**config.mk**
```make
export PLATFORM = sky130hd
export DESIGN_NAME = hamming_serial_rx
export DESIGN_NICKNAME = d
export VERILOG_FILES = /design/src/rtl/hamming_pkg.sv /design/src/rtl/hamming_rx_fifo.sv /design/src/rtl/hamming_serial_rx.sv
export SDC_FILE = /design/constraint.sdc
export NUM_CORES = 1
export LEC_CHECK = 0
export BUFFER_PORTS_ARGS = -buffer_cell sky130_fd_sc_hd__buf_4
export CAP_MARGIN = 40
export CORE_MARGIN = 4
export CORE_UTILIZATION = 40
export CTS_BUF_LIST = sky130_fd_sc_hd__clkbuf_4
export DETAILED_ROUTE_END_ITERATION = 7
export PLACE_DENSITY = 0.58
export SYNTH_ARGS = -nofsm -noshare
export SYNTH_HDL_FRONTEND = slang
export SYNTH_HIERARCHICAL = 1
export SYNTH_SLANG_ARGS = --single-unit
```
**constraint.sdc**
```tcl
create_clock -name clk -period 2 [get_ports clk]
set_clock_uncertainty 0.05 [all_clocks]
set_input_delay 0.4 -clock clk [delete_from_list [all_inputs] [get_ports clk]]
set_output_delay 0.4 -clock clk [all_outputs]
set_load 0.1 [all_outputs]
```
**src/rtl/hamming_pkg.sv**
```systemverilog
// hamming_pkg: Hamming(7,4) types and decode helpers shared by the serial receiver and the encoder.
package hamming_pkg;
  localparam int CW_W = 7;
  localparam int DATA_W = 4;
  typedef logic [CW_W-1:0] codeword_t;
  typedef logic [DATA_W-1:0] nibble_t;
  typedef logic [2:0] syndrome_t;
  typedef enum logic {IDLE, SHIFT} rx_state_t;
  function automatic syndrome_t hamming_syndrome(input codeword_t cw);
    return {cw[3] ^ cw[4] ^ cw[5] ^ cw[6], cw[1] ^ cw[2] ^ cw[5] ^ cw[6], cw[0] ^ cw[2] ^ cw[4] ^ cw[6]};
  endfunction
  // The syndrome is the 1-based position of the flipped bit.
  function automatic nibble_t hamming_correct(input codeword_t cw);
    syndrome_t s;
    codeword_t c;
    s = hamming_syndrome(cw);
    c = (s == 3'd0) ? cw : cw ^ (codeword_t'(1) << (s - 3'd1));
    return {c[6], c[5], c[4], c[2]};
  endfunction
endpackage

```
**src/rtl/hamming_rx_fifo.sv**
```systemverilog
// hamming_rx_fifo: 2-entry valid/ready queue; the caller only pushes when there is room.
module hamming_rx_fifo #(
  parameter int W = 5
) (
  input  logic         clk,
  input  logic         rst_n,
  input  logic         push,
  input  logic [W-1:0] push_data,
  input  logic         pop,
  output logic [W-1:0] head,
  output logic         full,
  output logic         empty
);
  logic [W-1:0] mem [2];
  logic         wr_ptr, rd_ptr;
  logic [1:0]   cnt;
  logic         do_pop;
  assign full = cnt == 2'd2;
  assign empty = cnt == 2'd0;
  assign head = mem[rd_ptr];
  assign do_pop = pop && !empty;
  always_ff @(posedge clk or negedge rst_n) begin
    if (!rst_n) begin
      mem[0] <= '0;
      mem[1] <= '0;
      wr_ptr <= 1'b0;
      rd_ptr <= 1'b0;
      cnt <= 2'd0;
    end else begin
      if (push) begin
        mem[wr_ptr] <= push_data;
        wr_ptr <= ~wr_ptr;
      end
      if (do_pop) rd_ptr <= ~rd_ptr;
      cnt <= cnt + 2'(push) - 2'(do_pop);
    end
  end
endmodule

```
**src/rtl/hamming_serial_rx.sv**
```systemverilog
// hamming_serial_rx: deframes a bit-serial Hamming(7,4) stream, corrects single-bit errors,
// queues nibbles behind a valid/ready handshake and keeps saturating statistics.
module hamming_serial_rx
  import hamming_pkg::*;
#(
  parameter int CNT_W = 16
) (
  input  logic             clk,
  input  logic             rst_n,
  input  logic             ser_valid,
  input  logic             ser_bit,
  input  logic             ser_sof,
  output logic             data_valid,
  input  logic             data_ready,
  output logic [3:0]       data_out,
  output logic             err_corrected,
  output logic             overrun,
  output logic             sync_err,
  input  logic             clear_cnt,
  output logic [CNT_W-1:0] cnt_frames,
  output logic [CNT_W-1:0] cnt_corrected
);
  rx_state_t state, state_d;
  logic [2:0] bit_cnt, bit_cnt_d;
  codeword_t sr, sr_d, full_cw;
  logic cw_done, sync_d;
  logic pend_v, pend_err;
  nibble_t pend_nib;
  logic fifo_full, fifo_empty, pop, accept;
  logic [4:0] head;
  assign full_cw = {ser_bit, sr[5:0]};
  always_comb begin
    state_d = state;
    bit_cnt_d = bit_cnt;
    sr_d = sr;
    cw_done = 1'b0;
    sync_d = 1'b0;
    if (ser_valid && ser_sof) begin
      sync_d = state == SHIFT;
      state_d = SHIFT;
      bit_cnt_d = 3'd1;
      sr_d = codeword_t'(ser_bit);
    end else if (ser_valid && state == SHIFT) begin
      sr_d[bit_cnt] = ser_bit;
      cw_done = bit_cnt == 3'd6;
      state_d = cw_done ? IDLE : SHIFT;
      bit_cnt_d = cw_done ? 3'd0 : bit_cnt + 3'd1;
    end
  end
  // Decoded word waits one register stage before entering the queue.
  always_ff @(posedge clk or negedge rst_n) begin
    if (!rst_n) begin
      state <= IDLE;
      bit_cnt <= 3'd0;
      sr <= '0;
      pend_v <= 1'b0;
      pend_nib <= '0;
      pend_err <= 1'b0;
      sync_err <= 1'b0;
      overrun <= 1'b0;
      cnt_frames <= '0;
      cnt_corrected <= '0;
    end else begin
      state <= state_d;
      bit_cnt <= bit_cnt_d;
      sr <= sr_d;
      pend_v <= cw_done;
      pend_nib <= hamming_correct(full_cw);
      pend_err <= |hamming_syndrome(full_cw);
      sync_err <= sync_d;
      overrun <= pend_v && !accept;
      cnt_frames <= clear_cnt ? '0 : (accept && !(&cnt_frames)) ? cnt_frames + 1'b1 : cnt_frames;
      cnt_corrected <= clear_cnt ? '0 : (accept && pend_err && !(&cnt_corrected)) ? cnt_corrected + 1'b1 : cnt_corrected;
    end
  end
  assign pop = data_valid && data_ready;
  assign accept = pend_v && (!fifo_full || pop);
  assign data_valid = !fifo_empty;
  assign data_out = head[3:0];
  assign err_corrected = head[4];
  hamming_rx_fifo #(.W(5)) u_fifo (
    .clk(clk),
    .rst_n(rst_n),
    .push(accept),
    .push_data({pend_err, pend_nib}),
    .pop(pop),
    .head(head),
    .full(fifo_full),
    .empty(fifo_empty)
  );
endmodule

```
Yosys cells after proc, flatten, opt, wreduce, memory -nomap -nowiden
Cells that the tools add are included.

Add/sub/neg operators: 6. Eq/ne operators: 2. $lt $le $gt $ge: 5. Bitwise operators: 14. Shift-type cells: 1. Mux-type cells: 25. Reduce and logical (&&, ||, !) cells: 25.

Operator list (number): $mux W16 (4); $add A16 B1 Y16 const B (2); $reduce_and A16 Y1 (2); $mux W7 (3); $mux W5 (4); $logic_and A1 B1 Y1 (11); $bwmux W10 (1); $mux W3 (3); $xor A1 B1 Y1 (9); $bwmux W7 (1); $mux W1 (7); $shl A1 B3 Y7 const A (1); $xor A7 B7 Y7 (1); $reduce_bool A2 Y1 (3); $demux W5 S1 (1); $logic_not A1 Y1 (5); $ge A2 B2 Y1 const B (2); $lt A3 B4 Y1 const B (1); $not A1 Y2 (2); $add A3 B1 Y3 const B (1); $demux W1 S3 (1); $eq A3 B3 Y1 const B (1); $ge A3 B1 Y1 const B (1); $logic_not A3 Y1 (1); 9 further kinds (10).

Output and inout bits: 40. Logic and storage cells: 93. Register bits: 65.

Logic depth before layout (Yosys ltp)
Depth in word-level cells: 9. Gate-level depth with buffers: 9. Gate-level depth less buffers: 9.

By module
Netlist, hierarchy kept.

Modules (own cells, without submodules): hamming_serial_rx (instances 1, area an instance 2787.7 um^2, seq. area each 1251.2 um^2, cells an instance 289); hamming_rx_fifo (instances 1, area an instance 629.4 um^2, seq. area each 350.3 um^2, cells an instance 43).

Least setup slack after synthesis
Ideal clock, no wire load.

Kind: register -> register. Start: register cnt_corrected[0]. End: register cnt_corrected[8]. Cell stages (with the launch flop): 6. Arrival: 2.503 ns. Setup time: 0.078 ns. Clock period less this slack: 2.631 ns. Path buffers: 0. Slack: -0.631 ns. Path through: dfrtp_1 > ha_1 > nand4_2 > a211o_1 > or4_1 > a21oi_1.

Longest elaborated chain between the ends: 4. Elaborated cells between the ends (all ways): 7.

RTL lines: from (decl) (line hamming_serial_rx.sv:21) `output logic [CNT_W-1:0] cnt_corrected`; from (signal assigned) (line hamming_serial_rx.sv:73) `cnt_corrected <= clear_cnt ? '0 : (accept && pend_err && !(&cnt_corrected)) ? cnt_corrected + 1'b1 : cnt_corre ...`; branches (longest 4 deep; another with $add A16 B1 Y16).

Several ways; the timed one is not identified. The select of a mux whose other input is x is not followed. A chain may end at the register's enable or synchronous reset.

Worst setup path in the final report
Start: register u_fifo.rd_ptr. End: output port err_corrected.

Longest elaborated chain between the ends: 4.

RTL lines: from (decl) (line hamming_rx_fifo.sv:15) `logic wr_ptr, rd_ptr;`; from (signal assigned) (line hamming_rx_fifo.sv:34) `if (do_pop) rd_ptr <= ~rd_ptr;`; $not A1 Y2 (implied by the code) (line hamming_rx_fifo.sv:20) `assign head = mem[rd_ptr];`; $mux W5 (implied by the code) (3 in series) (line hamming_rx_fifo.sv:20); to (decl) (line hamming_serial_rx.sv:16) `output logic err_corrected,`.

No other way between the ends. The select of a mux whose other input is x is not followed.

==> out/qor.csv <==
stage,metric,value,unit
cts,clock_path_buffers,2,
place,gp_congestion,0.808,
critical_path,crit_arrival,1480,ps
detailed_routing,drt_iter0_drc,99,
worst_hold_path,hold_path_class,primary input to flip-flop,
cts,clk_latency,410,ps
critical_path,critPathLaunchType,flip-flop,
critical_path,path_max_fanout,6,
critical_path,critPathRequiredTime,1550,ps
floorplanning,core_area,8260,sq um
job,cap_viol_max_count,0,
global_routing,antenna_found_initial,0,
sta,maxSlewHeadroom,68.4,%
floorplanning,die_area,10100,sq um
finish,final_cell_mix,"59 x buf_4, 31 x dfrtp_1, 24 x nor2_1, 24 x mux2_2, 20 x a21oi_1",
power,peakVddDrop,0.620,mV
floorplanning,start_util,41.4,%
yosys,synth_nets,344,
cts,cts_tree,done,
yosys,synth_warnings,6,
power,p_int,1.96,mW
global_routing,overflow,0,
yosys,ys_ff_latch,64,
finish,fillerInstances,764,
finish,n_antenna_cell,0,
finish,area_delta_synth_final,24.9,%
finish,nets,405,
sta,tightest_slew,471,ps
finish,drive_above_1_share,38.9,%
detailed_routing,drt_first_pass_iters,4,
sta,setup_viol,0,
detailed_routing,via_per_inst,5.60,
finish,final_common_cell,buf_4,
place,place_ws,-5.87,ps
finish,finish.utilization,51.7,%
cts,cts_sinks,64,
global_routing,grt_pass1_wl,13.2,mm
place,port_buffers,46,
floorplanning,ios,47,
detailed_routing,postRouteAntennaNets,0,
global_routing,grt_start_max_net_pins,41,
sta,hold_viol,0,
detailed_routing,drc,0,
critical_path,critPathKind,flip-flop to primary output,
sta,setup_slack,74.3,ps
detailed_routing,routedWlPerCell,15.6,microns
floorplanning,rows,33,
sta,fin_crit_sh,96.3,%
yosys,async_reset_ff_share,100,%
power,p_leak,1.80,nW
power,power_frac_seq,50.4,%
cts,htreeDepth,3,
power,switching_power,1.10,mW
global_routing,grt_pass1_vias,2645,
power,p_clk_share,24.7,%
yosys,synth_flop_cell,dfrtp_1,
global_routing,grtUsageTotal,16.5,%
cts,cts_inserted_buffers,9,
sta,slew_violations,0,
critical_path,r2r_start,cnt_corrected[0],
run_status,status,"complete, no violations",
detailed_routing,vias,2817,
critical_path,worstSetupEndpointType,primary output,
yosys,synth_seq_area_share,46.9,%
floorplanning,die_w,100,microns
yosys,avgSynthCellArea,10.3,sq um
yosys,netlist_instances,332,
sta,fin_crit,1930,ps
yosys,syn_area,3420,sq um
place,placed_cells,485,
power,cellPowerDensity,717,nW/um^2
detailed_routing,routed_wl,7.84,mm
power,combinationalPowerShare,24.9,%
cts,root_buffer,clkbuf_4,
yosys,synth_enable_flop_cells,0,
finish,instances_no_fill,503,
floorplanning,die_height,100,microns
yosys,synth_cell_types,53,
place,dp_hpwl,5.61,mm
power,power_switching_share,35.8,%
worst_hold_path,min_from,ser_sof,
sta,fmax,519,MHz
sta,rsz0062_at_grt,yes,
critical_path,startpoint,u_fifo/rd_ptr,
cts,clk_pin_slew,120,ps
[per-layer routing]
| metal | up-vias | GRT usage, % | part of all wire, % |
|---|---|---|---|
| li1 | 1364 | - | - |
| met5 | - | 0 | 0 |
| met3 | 4 | 2.92 | 4.0 |
| met1 | 1387 | 23.8 | 51 |
| met2 | 62 | 24.5 | 45 |
| met4 | 0 | 6.74 | 0.64 |
[repair_timing]
| action | 4_1_cts | 5_1_grt |
|---|---|---|
| endpoints found under the hold margin | 24 | 0 |
| gates resized for setup | 4 | 4 |
| endpoints found under the setup margin | 12 | 29 |
| pin swaps | 0 | 1 |
| hold buffers | 1 | 0 |
| setup buffers | 0 | 1 |
[per-stage QoR]
step / total power [mW] / instance area, sq um / TNS, ps / hold WS [ps]
global route: 3.26 / 4270 / -12.1 / 134
CTS: 3.08 / 4240 / 0 / 132
detailed placement: 2.30 / 4100 / -8.22 / 293
global placement: 2.28 / 4100 / 0 / 291
finish: 3.06 / 4270 / 0 / 173
floorplan: 2.11 / 3550 / -48.1 / 54.4
[worst max-delay path, cell delays in order, from the launching register on]
cell and delay [ps]:
dfrtp_2 470, mux2_2 360, buf_4 230
[layout make-up]
class	instances	area (sq um)	share of cell area, %
multi-input cells	239	1800	42.2
flip-flops and latches	64	1680	39.3
repair buffers	61	473	11.1
well taps	105	131	3.08
clock buffers	9	67.6	1.58
inverters	18	67.6	1.58
clock inverters	7	48.8	1.14
[sequential cells by signal (all words and copies together) (netlist names)]
signal         count
cnt_corrected     16
cnt_frames        16
u_fifo/mem        10
sr                 6
pend_nib           4
bit_cnt            3
u_fifo/cnt         2
overrun            1
pend_err           1
pend_v             1
state              1
sync_err           1
u_fifo/rd_ptr      1
u_fifo/wr_ptr      1
[worst paths after layout]
kind / to / slack (ps) / cells after the start
max: err_corrected / 70 / 2
min: bit_cnt[2] / 170 / 2
max reg2reg: cnt_corrected[8] / 90 / 5
min reg2reg: u_fifo/mem[1] / 470 / 1
max in group asynchronous: cnt_frames[1] / 960 / 3
min in group asynchronous: cnt_frames[13] / 380 / 2
[Yosys cell counts, types with 3 or more instances]
cell,n,share of area [%]
dfrtp_1,64,47
nor2_1,25,2.7
mux2_2,24,7.9
a21oi_1,20,2.9
inv_1,17,1.9
nand2_1,16,1.8
nand3_1,12,1.8
o21ai_0,11,1.6
o31ai_1,11,2.4
xnor2_1,11,2.8
or4_1,10,2.2
nor2b_1,8,1.5
nor4_1,8,1.5
clkbuf_1,6,0.66
nor3_1,6,0.88
and3_1,5,0.92
ha_1,5,1.8
mux2i_1,5,1.5
xor2_1,5,1.3
buf_2,4,0.59
nand4_1,4,0.73
nor4b_1,4,1.0
o41ai_1,4,1.0
or3_1,4,0.73
a211o_1,3,0.77
[power groups by stage]
stage,clock network [mW],logic [mW],registers (mW)
floorplan,0,0.589,1.52
global placement,0,0.719,1.56
detailed placement,0,0.731,1.56
CTS,0.797,0.743,1.54
global route,0.847,0.842,1.57
finish,0.756,0.762,1.54
[cell families after synthesis]
logic type                 count (synthesis)  synth area share [%]
AOI/OAI and AO/OA                         70                  13.8
xor gates and xnor gates                  16                  4.10
adders and majority gates                  5                  1.83
buffers and inverters                     29                  3.33
DFF                                       64                  46.9
muxes                                     29                  9.37
and+or+nand+nor                          119                  20.7
(Power assumes the default switching activity.)
